[src/rtl/carrd_vseq_pkg.sv]
// carrd_vseq_pkg: unit one-hot, FSM states, opcode constants and instruction classifier
package carrd_vseq_pkg;
  localparam int U_ALU = 0;
  localparam int U_MUL = 1;
  localparam int U_RED = 2;
  localparam int U_SLDU = 3;
  localparam int U_LSU = 4;
  localparam int U_CFG = 5;
  typedef logic [5:0] unit_t;
  typedef enum logic [1:0] {S_IDLE, S_ISSUE, S_WAIT, S_WB} state_t;
  localparam logic [6:0] OP_V = 7'b1010111;
  localparam logic [6:0] LOAD_FP = 7'b0000111;
  localparam logic [6:0] STORE_FP = 7'b0100111;
  localparam logic [2:0] F3_CFG = 3'b111;
  // Returns the one-hot target unit; all zeros marks an unclassifiable instruction.
  function automatic unit_t classify(input logic [31:0] i);
    unit_t u;
    u = '0;
    if (i[6:0] == LOAD_FP || i[6:0] == STORE_FP) u[U_LSU] = 1'b1;
    else if (i[6:0] == OP_V) begin
      if (i[14:12] == F3_CFG) u[U_CFG] = 1'b1;
      else if ((i[14:12] == 3'b010 || i[14:12] == 3'b110) && i[31:29] == 3'b100) u[U_MUL] = 1'b1;
      else if (i[14:12] == 3'b010 && i[31:29] == 3'b000) u[U_RED] = 1'b1;
      else if (i[31:27] == 5'b00111) u[U_SLDU] = 1'b1;
      else u[U_ALU] = 1'b1;
    end
    return u;
  endfunction
endpackage

[src/rtl/carrd_vseq_fifo.sv]
// carrd_vseq_fifo: synchronous FIFO with occupancy count and synchronous clear
//   i_clr clears pointers/count; i_push ignored when full, i_pop ignored when empty;
//   o_data shows the head entry; o_count/o_full/o_empty report occupancy.
module carrd_vseq_fifo #(
  parameter int DEPTH = 4,
  parameter int W = 32
) (
  input  logic                     clk,
  input  logic                     i_clr,
  input  logic                     i_push,
  input  logic                     i_pop,
  input  logic [W-1:0]             i_data,
  output logic [W-1:0]             o_data,
  output logic [$clog2(DEPTH):0]   o_count,
  output logic                     o_full,
  output logic                     o_empty
);
  localparam int AW = $clog2(DEPTH);
  localparam int CW = AW + 1;
  logic [W-1:0] r_mem [DEPTH];
  logic [AW-1:0] r_wr, r_rd;
  logic [CW-1:0] r_count;
  logic w_push, w_pop;
  assign w_push = i_push && !o_full;
  assign w_pop = i_pop && !o_empty;
  assign o_count = r_count;
  assign o_full = r_count == CW'(DEPTH);
  assign o_empty = r_count == '0;
  assign o_data = r_mem[r_rd];
  always_ff @(posedge clk) begin
    if (i_clr) begin
      r_wr <= '0;
      r_rd <= '0;
      r_count <= '0;
    end else begin
      if (w_push) begin
        r_mem[r_wr] <= i_data;
        r_wr <= r_wr + AW'(1);
      end
      if (w_pop) r_rd <= r_rd + AW'(1);
      r_count <= r_count + CW'(w_push) - CW'(w_pop);
    end
  end
endmodule

[src/rtl/carrd_vseq.sv]
// carrd_vseq: in-order vector instruction sequencer (FIFO, classify, issue, wait, writeback)
//   Inputs : clk, nrst (sync active-high reset), instr_valid/instr_in, flush, unit_done[4:0]
//   Outputs: instr_ready, issue_valid/issue_instr/issue_unit/issue_kill, wb_en/wb_vd,
//            cfg_wr_en, illegal, busy, fifo_count, timeout
//   Optional watchdog enabled by defining CARRD_VSEQ_TIMEOUT_EN.
module carrd_vseq
  import carrd_vseq_pkg::*;
#(
  parameter int FIFO_DEPTH = 4,
  parameter int TIMEOUT_W = 8
) (
  input  logic                          clk,
  input  logic                          nrst,
  input  logic                          instr_valid,
  input  logic [31:0]                   instr_in,
  output logic                          instr_ready,
  input  logic                          flush,
  output logic                          issue_valid,
  output logic [31:0]                   issue_instr,
  output logic [5:0]                    issue_unit,
  output logic                          issue_kill,
  input  logic [4:0]                    unit_done,
  output logic                          wb_en,
  output logic [4:0]                    wb_vd,
  output logic                          cfg_wr_en,
  output logic                          illegal,
  output logic                          busy,
  output logic [$clog2(FIFO_DEPTH):0]   fifo_count,
  output logic                          timeout
);
  state_t r_state;
  logic [31:0] r_instr;
  unit_t r_unit;
  logic r_wb_wr, r_cfg, r_illegal;
  logic [31:0] w_head;
  logic w_full, w_empty, w_pop, w_done, w_timeout;
  unit_t w_cls;
  // Clear also covers reset, so the push of a flush/reset cycle is dropped.
  assign w_pop = r_state == S_IDLE && !w_empty;
  carrd_vseq_fifo #(.DEPTH(FIFO_DEPTH), .W(32)) u_fifo (
    .clk     (clk),
    .i_clr   (nrst || flush),
    .i_push  (instr_valid),
    .i_pop   (w_pop),
    .i_data  (instr_in),
    .o_data  (w_head),
    .o_count (fifo_count),
    .o_full  (w_full),
    .o_empty (w_empty)
  );
  assign w_cls = classify(w_head);
  assign w_done = |(unit_done & r_unit[U_LSU:U_ALU]);
`ifdef CARRD_VSEQ_TIMEOUT_EN
  logic [TIMEOUT_W-1:0] r_cnt;
  // A done in the saturating cycle takes priority over the watchdog.
  assign w_timeout = r_state == S_WAIT && &r_cnt && !w_done;
  always_ff @(posedge clk) r_cnt <= (nrst || r_state != S_WAIT) ? '0 : r_cnt + TIMEOUT_W'(1);
`else
  assign w_timeout = 1'b0;
`endif
  always_ff @(posedge clk) begin
    r_illegal <= 1'b0;
    if (nrst) begin
      r_state <= S_IDLE;
      r_instr <= '0;
      r_unit <= '0;
      r_wb_wr <= 1'b0;
      r_cfg <= 1'b0;
    end else if (flush) r_state <= S_IDLE;
    else case (r_state)
      S_IDLE: if (!w_empty) begin
        if (w_cls == '0) r_illegal <= 1'b1;
        else begin
          r_instr <= w_head;
          r_unit <= w_cls;
          r_cfg <= w_cls[U_CFG];
          r_wb_wr <= !w_cls[U_CFG] && w_head[6:0] != STORE_FP;
          r_state <= w_cls[U_CFG] ? S_WB : S_ISSUE;
        end
      end
      S_ISSUE: r_state <= S_WAIT;
      S_WAIT: r_state <= w_done ? S_WB : w_timeout ? S_IDLE : S_WAIT;
      default: r_state <= S_IDLE;
    endcase
  end
  assign instr_ready = !w_full;
  assign issue_valid = r_state == S_ISSUE;
  assign issue_instr = r_instr;
  assign issue_unit = r_unit;
  assign issue_kill = (flush && !nrst && (r_state == S_ISSUE || r_state == S_WAIT)) || w_timeout;
  assign wb_en = r_state == S_WB && r_wb_wr;
  assign wb_vd = r_instr[11:7];
  assign cfg_wr_en = r_state == S_WB && r_cfg;
  assign illegal = r_illegal;
  assign busy = r_state != S_IDLE || !w_empty;
  assign timeout = w_timeout;
endmodule

[config.mk]
export PLATFORM = sky130hd
export DESIGN_NAME = carrd_vseq
export DESIGN_NICKNAME = d
export VERILOG_FILES = /design/src/rtl/carrd_vseq_pkg.sv /design/src/rtl/carrd_vseq_fifo.sv /design/src/rtl/carrd_vseq.sv
export SDC_FILE = /design/constraint.sdc
export NUM_CORES = 1
export LEC_CHECK = 0
export ABC_AREA = 1
export CAP_MARGIN = 40
export CORE_MARGIN = 4
export CORE_UTILIZATION = 59
export CTS_BUF_LIST = sky130_fd_sc_hd__clkbuf_16
export DETAILED_ROUTE_END_ITERATION = 16
export GPL_ROUTABILITY_DRIVEN = 0
export PLACE_DENSITY_LB_ADDON = 0.15
export SETUP_SLACK_MARGIN = 0.4
export SKIP_LAST_GASP = 1
export SLEW_MARGIN = 20
export SYNTH_ARGS = -nofsm -noshare
export SYNTH_HDL_FRONTEND = slang
export SYNTH_SLANG_ARGS = --single-unit
[constraint.sdc]
create_clock -name clk -period 9.9 [get_ports clk]
set_input_delay 2.97 -clock clk [delete_from_list [all_inputs] [get_ports clk]]
set_output_delay 2.97 -clock clk [all_outputs]
set_load 0.02 [all_outputs]
==> metrics.cfg, run 1 <==
[grt]
grt_overflow = 0
grtUsageMet1 = 0.2767
grt_start_max_net_pins = 68
met2_usage = 0.3992
met3_usage = 0.05142
grt_use_total = 0.2314
grt_pass1_wl_um = 25070
grt_pass1_vias = 5020
antenna_found_initial = 0
busiest_layer = met2

[routing]
wl_per_cell_um = 17.77
drt_iter0_drc = 457
drcViolationCount = 0
via_per_inst = 5.657
vias = 5052
drt_pass1_iterations = 5
ant_nets = 0
routed_wirelength_um = 15870

[placement]
port-buffer-count = 93
place_area_sq_um = 8190
place_inst = 862
dpl.hpwl_um = 9828

[sta]
min_period_ps = 7495
tightestPinTransition_ps = 676.6
fin_setup_tns_ps = 0
hold_slack_ps = 457.1
max_freq_ghz = 0.1334
grt_setup_unrepaired = no
hold_viol_final = 0
setup_viol = 0
slew_viol_final = 0
finClkSkew_ps = 5.937
fin_crit_sh = 0.7571
max-slew-margin-rel = 0.5483

[worst_setup_path]
ff2ff_setup_slack_ps = 6270
cp_max_fo = 11
r2r_end = issue_unit[5]
worst_setup_path_start_kind = primary input
worst-r2r-cell-count = 13
crit_path_end_kind = output port
crit_arrival_ps = 4520
path_class = in2out
required_ps = 6930
cp-startpoint = nrst

[status]
outcome = finished, final reports clean

[power]
power_density_nw_per_um2 = 213.3
ir_worst_vdd_mv = 0.1344
leakage_nw = 3.250

[yosys]
ys_warn_count = 0
synth_edf_count = 128
avgSynthCellArea_sq_um = 10.84
synth.area.top_cells = edfxtp_1, dfxtp_1, nor2_1, nand2_1, o21ai_0
synth_top_area_share = 0.5421
ys_types = 28
netlist_instances = 654
yosysTopAreaCell = edfxtp_1
synth_ff_type = edfxtp_1
syn-num-nets = 707
ys_seq_elements = 179
synth_commonest_cells = edfxtp_1, nor2_1, nand2_1, o21ai_0, dfxtp_1
synth_most_common_cell = edfxtp_1
synth_area_sq_um = 7091
ys_seq_area_frac = 0.6861
async_reset_ff_frac = 0

[floorplan]
io_pins = 95
die_w_um = 117.6
die_area_sq_um = 13840
start_util = 0.6105
die_y_um = 117.6
rows = 39
coreArea_sq_um = 11610

[clock_tree]
htreeDepth = 4
cts_max_path_buffers = 2
cts_made_buffers = 17
cts_resized = 0
tritoncts = done
cts_hold_buf = 0
post_cts_buffers = 0
clkTransAtPathRegs_ps = 60
insertion_delay_ps = 420
cts_sinks = 179
cts-root-buf = clkbuf_16

[layout]
diodes = 0
fin_area_sq_um = 8806
layout.cells.non_filler = 893
drive_above_1_share = 0.06667
area_growth_pct = 24.19
final_nets = 791

[job]
max-cap-violations = 0

[min_path]
hold_end = issue_instr[3]
hold_depth = 2
holdCritStartpoint = issue_instr[3]
hp-class = reg2reg

-- cell usage in the layout, fill, tap and decap left out, types with 4 or more instances in the layout --
| cell | n |
|---|---|
| edfxtp_1 | 128 |
| nor2_1 | 107 |
| nand2_1 | 102 |
| clkdlybuf4s50_1 | 93 |
| o21ai_0 | 69 |
| dfxtp_1 | 50 |
| inv_1 | 45 |
| nand3_1 | 41 |
| a21oi_1 | 21 |
| o22ai_1 | 18 |
| clkbuf_16 | 17 |
| ha_1 | 11 |
| o21ai_1 | 6 |
| nor2_4 | 4 |
| clkinv_4 | 4 |
| bufinv_16 | 4 |
-- worst max-delay path, stage by stage --
cell,delay [ps]
clkdlybuf4s50_1,630
nor3_1,290
clkdlybuf4s50_1,630
-- logic make-up (layout without fill, tap and decap cells) --
kind of cell | after synthesis | after routing | share of synthesized area
buffers and inverters | 83 | 179 | 0.05311
AO/OA/AOI/OAI | 117 | 117 | 0.08823
adder cells (fa/ha/maj) | 12 | 12 | 0.02223
other | 1 | 1 | 0.0005289
flip-flops | 179 | 179 | 0.6861
AND/OR/NAND/NOR | 261 | 261 | 0.1486
XOR/XNOR | 1 | 1 | 0.001235
-- how the worst max path moves through the flow --
stage	end	slack, ps	depth (start not counted)
5_1_grt	issue_kill	2330	3
3_5_place_dp	issue_kill	2430	3
4_1_cts	issue_kill	2420	3
6_report	issue_kill	2410	3
3_3_place_gp	issue_kill	2450	3
2_1_floorplan	issue_kill	3250	2
-- final cells by class --
| type | count | area [sq um] |
|---|---|---|
| sequential | 179 | 4866 |
| fill | 741 | 2808 |
| multi-input combinational | 392 | 1879 |
| timing repair buffer | 101 | 1089 |
| clock buffer | 17 | 425.4 |
| clock inverter | 14 | 190.2 |
| tap | 143 | 178.9 |
| inverter | 47 | 177.7 |
-- layer usage --
layer	vias up	part of all wire
met5	-	0
li1	2386	-
met3	33	0.071
met4	0	0.025
met1	2396	0.39
met2	237	0.51
-- report_power, final --
group          switching [mW]  total, mW  internal [mW]
clock                   0.272      0.692          0.420
sequential             0.0152      0.844          0.829
combinational           0.221      0.342          0.122
-- state kept, by name (all words and copies together), names as in the netlist, 2 cells and up, named ones only --
name            flops
u_fifo.r_wr         2
u_fifo.r_mem      128
r_state             2
issue_unit          6
issue_instr        32
u_fifo.r_rd         2
u_fifo.o_count      3
-- stage by stage --
stage | setup slack (ps) | total power, mW | util
after detailed placement | 2428 | 1.197 | 0.7052
after global placement | 2449 | 1.174 | 0.6930
after global routing | 2326 | 1.961 | 0.7582
after CTS | 2424 | 1.881 | 0.7582
final | 2405 | 1.878 | 0.7582
after floorplan | 3247 | 1.080 | -
(Power assumes the default switching activity.)
==> run 2, diff against run 1 <==
Settings changed: CORE_UTILIZATION 59 to 55.
Clock period 9.9 ns to 7.2 ns, I/O delays scaled along.
==> run 2 against run 1 <==
Compared with the run above: power rose by 36%; combinational power rose by 37%; hold slack improved by 9.0 ps; routed wire length rose by 0.69%; die area rose by 6.8%.
==> metrics.cfg, run 2 (synthesis gave the netlist of run 1 again) <==
[status]
outcome = finished, final reports clean

[layout]
diodes = 0  ; unchanged
drive_above_1_share = 0.06125  ; -0.005415
area_growth_pct = 24.42
largest_register_ffs = 128  ; unchanged
final_nets = 791  ; unchanged
final_cell_mix = edfxtp_1, nor2_1, nand2_1
final_common_cell = edfxtp_1
regMostFlops = u_fifo.r_mem
utilization = 0.6991  ; -0.05915

[routing]
via_per_inst = 5.446  ; -3.7%
drcViolationCount = 0  ; unchanged
wl_per_cell_um = 17.31  ; -2.6%
routed_wirelength_um = 15980  ; +0.69%
drt_iter0_drc = 443  ; -3.1%
drt_pass1_iterations = 5  ; unchanged
vias = 5027  ; -0.49%
ant_nets = 0  ; unchanged

[clock_tree]
post_cts_buffers = 0  ; unchanged
cts_hold_buf = 0  ; unchanged
cts_resized = 0  ; unchanged
cts_made_buffers = 17  ; unchanged
clkTransAtPathRegs_ps = 60  ; about the same
tritoncts = done
htreeDepth = 4  ; unchanged
insertion_delay_ps = 430  ; about the same
cts_max_path_buffers = 2  ; unchanged
cts_sinks = 179  ; unchanged
cts-root-buf = clkbuf_16

[grt]
grt_overflow = 0  ; unchanged
grt_start_max_net_pins = 68  ; unchanged
busiest_layer = met2
met2_usage = 0.3775  ; -0.02166
grt_pass1_vias = 5082  ; +1.2%
met3_usage = 0.06035  ; +0.008935
grtUsageMet1 = 0.2755  ; -0.001161
grt_use_total = 0.2256  ; -0.005868
antenna_found_initial = 1  ; +1
grt_pass1_wl_um = 25270  ; +0.77%

[sta]
fin_setup_tns_ps = 0  ; unchanged
grt_setup_unrepaired = no
min_period_ps = 5885
max_freq_ghz = 0.1699
hold_viol_final = 0  ; unchanged
setup_viol = 0  ; unchanged
slew_viol_final = 0  ; unchanged
tightestPinTransition_ps = 707.6  ; +30.94 ps
max-slew-margin-rel = 0.5283  ; -0.01997
finClkSkew_ps = 7.022  ; +1.085 ps
fin_crit_sh = 0.8173

[worst_setup_path]
crit_path_end_kind = output port
cp_top_family = buffers and inverters
critPathMostFrequentCell = clkdlybuf4s50_1
crit_arrival_ps = 3720  ; -800 ps
cp_slowest_cell = clkdlybuf4s50_1
ff2ff_setup_slack_ps = 3550  ; -2720 ps
required_ps = 5040  ; -1890 ps
crit_chain = clkdlybuf4s50_1 > nor3_1 > clkdlybuf4s50_1
worst-r2r-cell-count = 13  ; unchanged
cp_max_fo = 11  ; unchanged
path_class = in2out
worst_setup_path_start_kind = primary input
critical_path_buf_inv_count = 2  ; unchanged
max_stage_delay_ps = 650  ; +20 ps
r2r_end = issue_instr[14]

[min_path]
hold_depth = 2  ; unchanged
hp-class = reg2reg
hold_end = u_fifo.r_rd[1]
holdCritStartpoint = u_fifo.r_rd[1]

[power]
intPower_mw = 1.878  ; +37%
pwr-share-comb = 0.183  ; about the same
p_seq_frac = 0.452  ; +0.003
power_density_nw_per_um2 = 290.6  ; +36%
ir_worst_vdd_mv = 0.1748  ; +30%
clock_power_share = 0.365  ; -0.003
leakage_nw = 3.254  ; +0.10%
p_sw_frac = 0.2674  ; -0.002844
switchingPower_mw = 0.6856  ; +35%

[job]
max-cap-violations = 0  ; unchanged

[floorplan]
die_w_um = 121.5  ; +3.3%
io_pins = 95  ; unchanged
coreArea_sq_um = 12620  ; +8.7%
start_util = 0.5619  ; -0.04867
die_area_sq_um = 14770  ; +6.8%
die_y_um = 121.5  ; +3.3%
rows = 41  ; +5.1%

[placement]
dpl.hpwl_um = 9748  ; -0.81%
port-buffer-count = 93  ; unchanged

## run 2: changes by cell type in the layout (fill, tap and decap cells not counted), sizes merged
cell      change
clkinv        +3
inv           +1
clkinvlp      -3
## run 2: worst max-delay path by stage
stage / from / end / slack (ps) / depth (start not counted)
CTS: nrst / issue_kill / 1320 / 3
global placement: nrst / issue_kill / 1370 / 3
global route: nrst / issue_kill / 1250 / 3
detailed placement: nrst / issue_kill / 1330 / 3
finish: nrst / issue_kill / 1320 / 3
floorplan: nrst / issue_kill / 2170 / 2
## run 2: stage by stage
step / cells / hold WS, ps / total power, mW / setup slack (ps) / cell area (sq um)
final: 923 / 466.1 / 2.564 / 1315 / 8822
after detailed placement: 891 / 455.8 / 1.645 / 1326 / 8227
after CTS: 923 / 465.9 / 2.575 / 1317 / 8822
after global routing: 923 / 502.1 / 2.679 / 1249 / 8822
after floorplan: 654 / 435.7 / 1.484 / 2167 / 7091
after global placement: 885 / 446.8 / 1.616 / 1372 / 8084
## run 2: power by group through the flow
stage | Combinational, mW | Sequential, mW | Clock, mW
5_1_grt | 0.529 | 1.16 | 0.986
3_3_place_gp | 0.436 | 1.18 | 0
6_report | 0.470 | 1.16 | 0.935
4_1_cts | 0.470 | 1.16 | 0.945
3_5_place_dp | 0.464 | 1.18 | 0
2_1_floorplan | 0.288 | 1.20 | 0
## run 2: worst reg2reg max path, stage by stage, from the launching register on
cell and delay [ps]:
dfxtp_2 310, buf_4 530, inv_2 430, buf_12 300, nand2_1 90, nand2_1 60, nand2_1 90, nand2_1 90
nand3_1 160, a21oi_4 110, nand2_4 300, clkinv_2 620, o21ai_0 370, a21oi_1 60
## run 2: final cells by class
type	count	area, sq um
fillers	948	3797
multi-input cells	392	1879
inverters	47	177.7
repair buffers	101	1089
well taps	172	215.2
clock buffers	17	425.4
clock inverters	15	170.2
flip-flops and latches	179	4866
## run 2: metal layers
layer | part of all wire | routed length [um]
met2 | 0.49 | 7887
met1 | 0.41 | 6562
met5 | 0.0011 | 18
met4 | 0.021 | 342
met3 | 0.073 | 1164
==> run 3, diff against run 2 <==
Clock period 7.2 ns to 5.75 ns, I/O delays scaled along.
==> run 3 against run 2 <==
Compared with the run above: critical path depth increased by 1; via count decreased by 2.2%; non-clock buffer count up 1; hold slack worse by 1.6 ps; first-iteration DRC count decreased by 25%; routed wire length down 3.0%; critical path type unchanged; register-to-register slack got worse by 1000 ps; setup slack got worse by 420 ps; final area fell by 1.3%; combinational power rose by 23%; die area stayed put.
==> metrics.cfg, run 3 (synthesis gave the netlist of run 1 again) <==
[floorplan]
start_util = 0.5619  ; unchanged
io_pins = 95  ; unchanged
die_area_sq_um = 14770  ; unchanged
rows = 41  ; unchanged
coreArea_sq_um = 12620  ; unchanged
die_y_um = 121.5  ; unchanged
die_w_um = 121.5  ; unchanged

[sta]
max_freq_ghz = 0.2060
tightestPinTransition_ps = 743.2  ; +35.68 ps
setup_viol = 0  ; unchanged
hold_viol_final = 0  ; unchanged
slew_viol_final = 0  ; unchanged
grt_setup_unrepaired = no
finClkSkew_ps = 5.936  ; -1.086 ps
max-slew-margin-rel = 0.5033  ; -0.02496
min_period_ps = 4855
fin_crit_sh = 0.8444
fin_setup_tns_ps = 0  ; unchanged
setup_ws_ps = 894.8  ; -420.5 ps

[routing]
routed_wirelength_um = 15500  ; -3.0%
drcViolationCount = 0  ; unchanged
wl_per_cell_um = 16.77  ; -3.1%
via_per_inst = 5.319  ; -2.3%
vias = 4915  ; -2.2%
ant_nets = 0  ; unchanged
drt_pass1_iterations = 5  ; unchanged
drt_iter0_drc = 331  ; -25%

[grt]
antenna_found_initial = 0  ; -1
grt_start_max_net_pins = 67  ; -1.5%
grt_overflow = 0  ; unchanged
grt_use_total = 0.2183  ; -0.007254
grt_pass1_wl_um = 24440  ; -3.3%
grt_pass1_vias = 4950  ; -2.6%

[job]
max-cap-violations = 0  ; unchanged

[min_path]
hold_depth = 2  ; unchanged
hp-class = reg2reg

[power]
leakage_nw = 3.218  ; -1.1%
ir_worst_vdd_mv = 0.2639  ; +51%
power_density_nw_per_um2 = 354.7  ; +22%

[layout]
nFillCells = 956  ; +0.84%
final_common_cell = edfxtp_1
diodes = 0  ; unchanged
regArea_sq_um = 4866  ; unchanged
drive_above_1_share = 0.07048  ; +0.009227
regMostFlops = u_fifo.r_mem
area_growth_pct = 22.85
multi_input_area_sq_um = 1879  ; unchanged
final_cell_mix = edfxtp_1, nor2_1, nand2_1
largest_register_ffs = 128  ; unchanged
final_nets = 792  ; +0.13%
utilization = 0.6903  ; -0.008824

[worst_setup_path]
worst_setup_path_start_kind = primary input
required_ps = 4030  ; -1010 ps
crit_arrival_ps = 3130  ; -590 ps
worst-r2r-cell-count = 11  ; -2
crit_path_end_kind = output port
cp_max_fo = 11  ; unchanged
path_class = in2out

[clock_tree]
cts-root-buf = clkbuf_16
cts_sinks = 179  ; unchanged
htreeDepth = 4  ; unchanged
tritoncts = done
post_cts_buffers = 0  ; unchanged
cts_hold_buf = 0  ; unchanged
clkTransAtPathRegs_ps = 70  ; about the same
cts_resized = 0  ; unchanged
insertion_delay_ps = 430  ; about the same
cts_max_path_buffers = 2  ; unchanged
cts_made_buffers = 17  ; unchanged

[placement]
pre_cts_slack_ps = 909.1  ; -417.3 ps
dpl.hpwl_um = 9517  ; -2.4%
port-buffer-count = 93  ; unchanged

[status]
outcome = finished, final reports clean

==> run 3: final timing paths <==
check            startpoint  slack [ps]              end
max                    nrst         890       issue_kill
min reg2reg  issue_instr[3]         460   issue_instr[3]
min          issue_instr[3]         460   issue_instr[3]
max reg2reg       flip-flop        2550  issue_instr[28]
==> run 3: layout make-up <==
cell class | count | share of cell area
flip-flops and latches | 179 | 0.5586
multi-input cells | 392 | 0.2157
repair buffers | 102 | 0.1184
clock buffers | 17 | 0.04884
well taps | 172 | 0.02471
inverters | 47 | 0.02040
clock inverters | 15 | 0.01336
==> run 3: worst max-delay path: stages <==
cell,delay [ps]
clkdlybuf4s50_1,400
buf_4,180
nor3_1,190
clkdlybuf4s50_1,630
==> run 3: metrics by stage <==
stage	std cells	hold slack, ps	cell area [sq um]	total power, mW
final	924	464.5	8711	3.090
after global routing	924	501.1	8711	3.239
after CTS	924	467.7	8711	3.103
after detailed placement	892	458.1	8169	2.052
after global placement	890	447.5	8122	2.025
after floorplan	654	435.7	7091	1.859
==> run 3: report_power, final <==
part	internal [mW]	leakage, nW	switching (mW)
clock	0.591	0.274	0.468
combinational	0.208	1.38	0.371
sequential	1.43	1.57	0.0248
==> run 3: metal layers <==
layer | up-vias | global-route usage | routed length [um]
li1 | 2396 | - | -
met1 | 2313 | 0.2689 | 6458
met2 | 180 | 0.3779 | 7762
met3 | 26 | 0.04596 | 984
met4 | 0 | 0.08683 | 294
met5 | - | 0 | 0
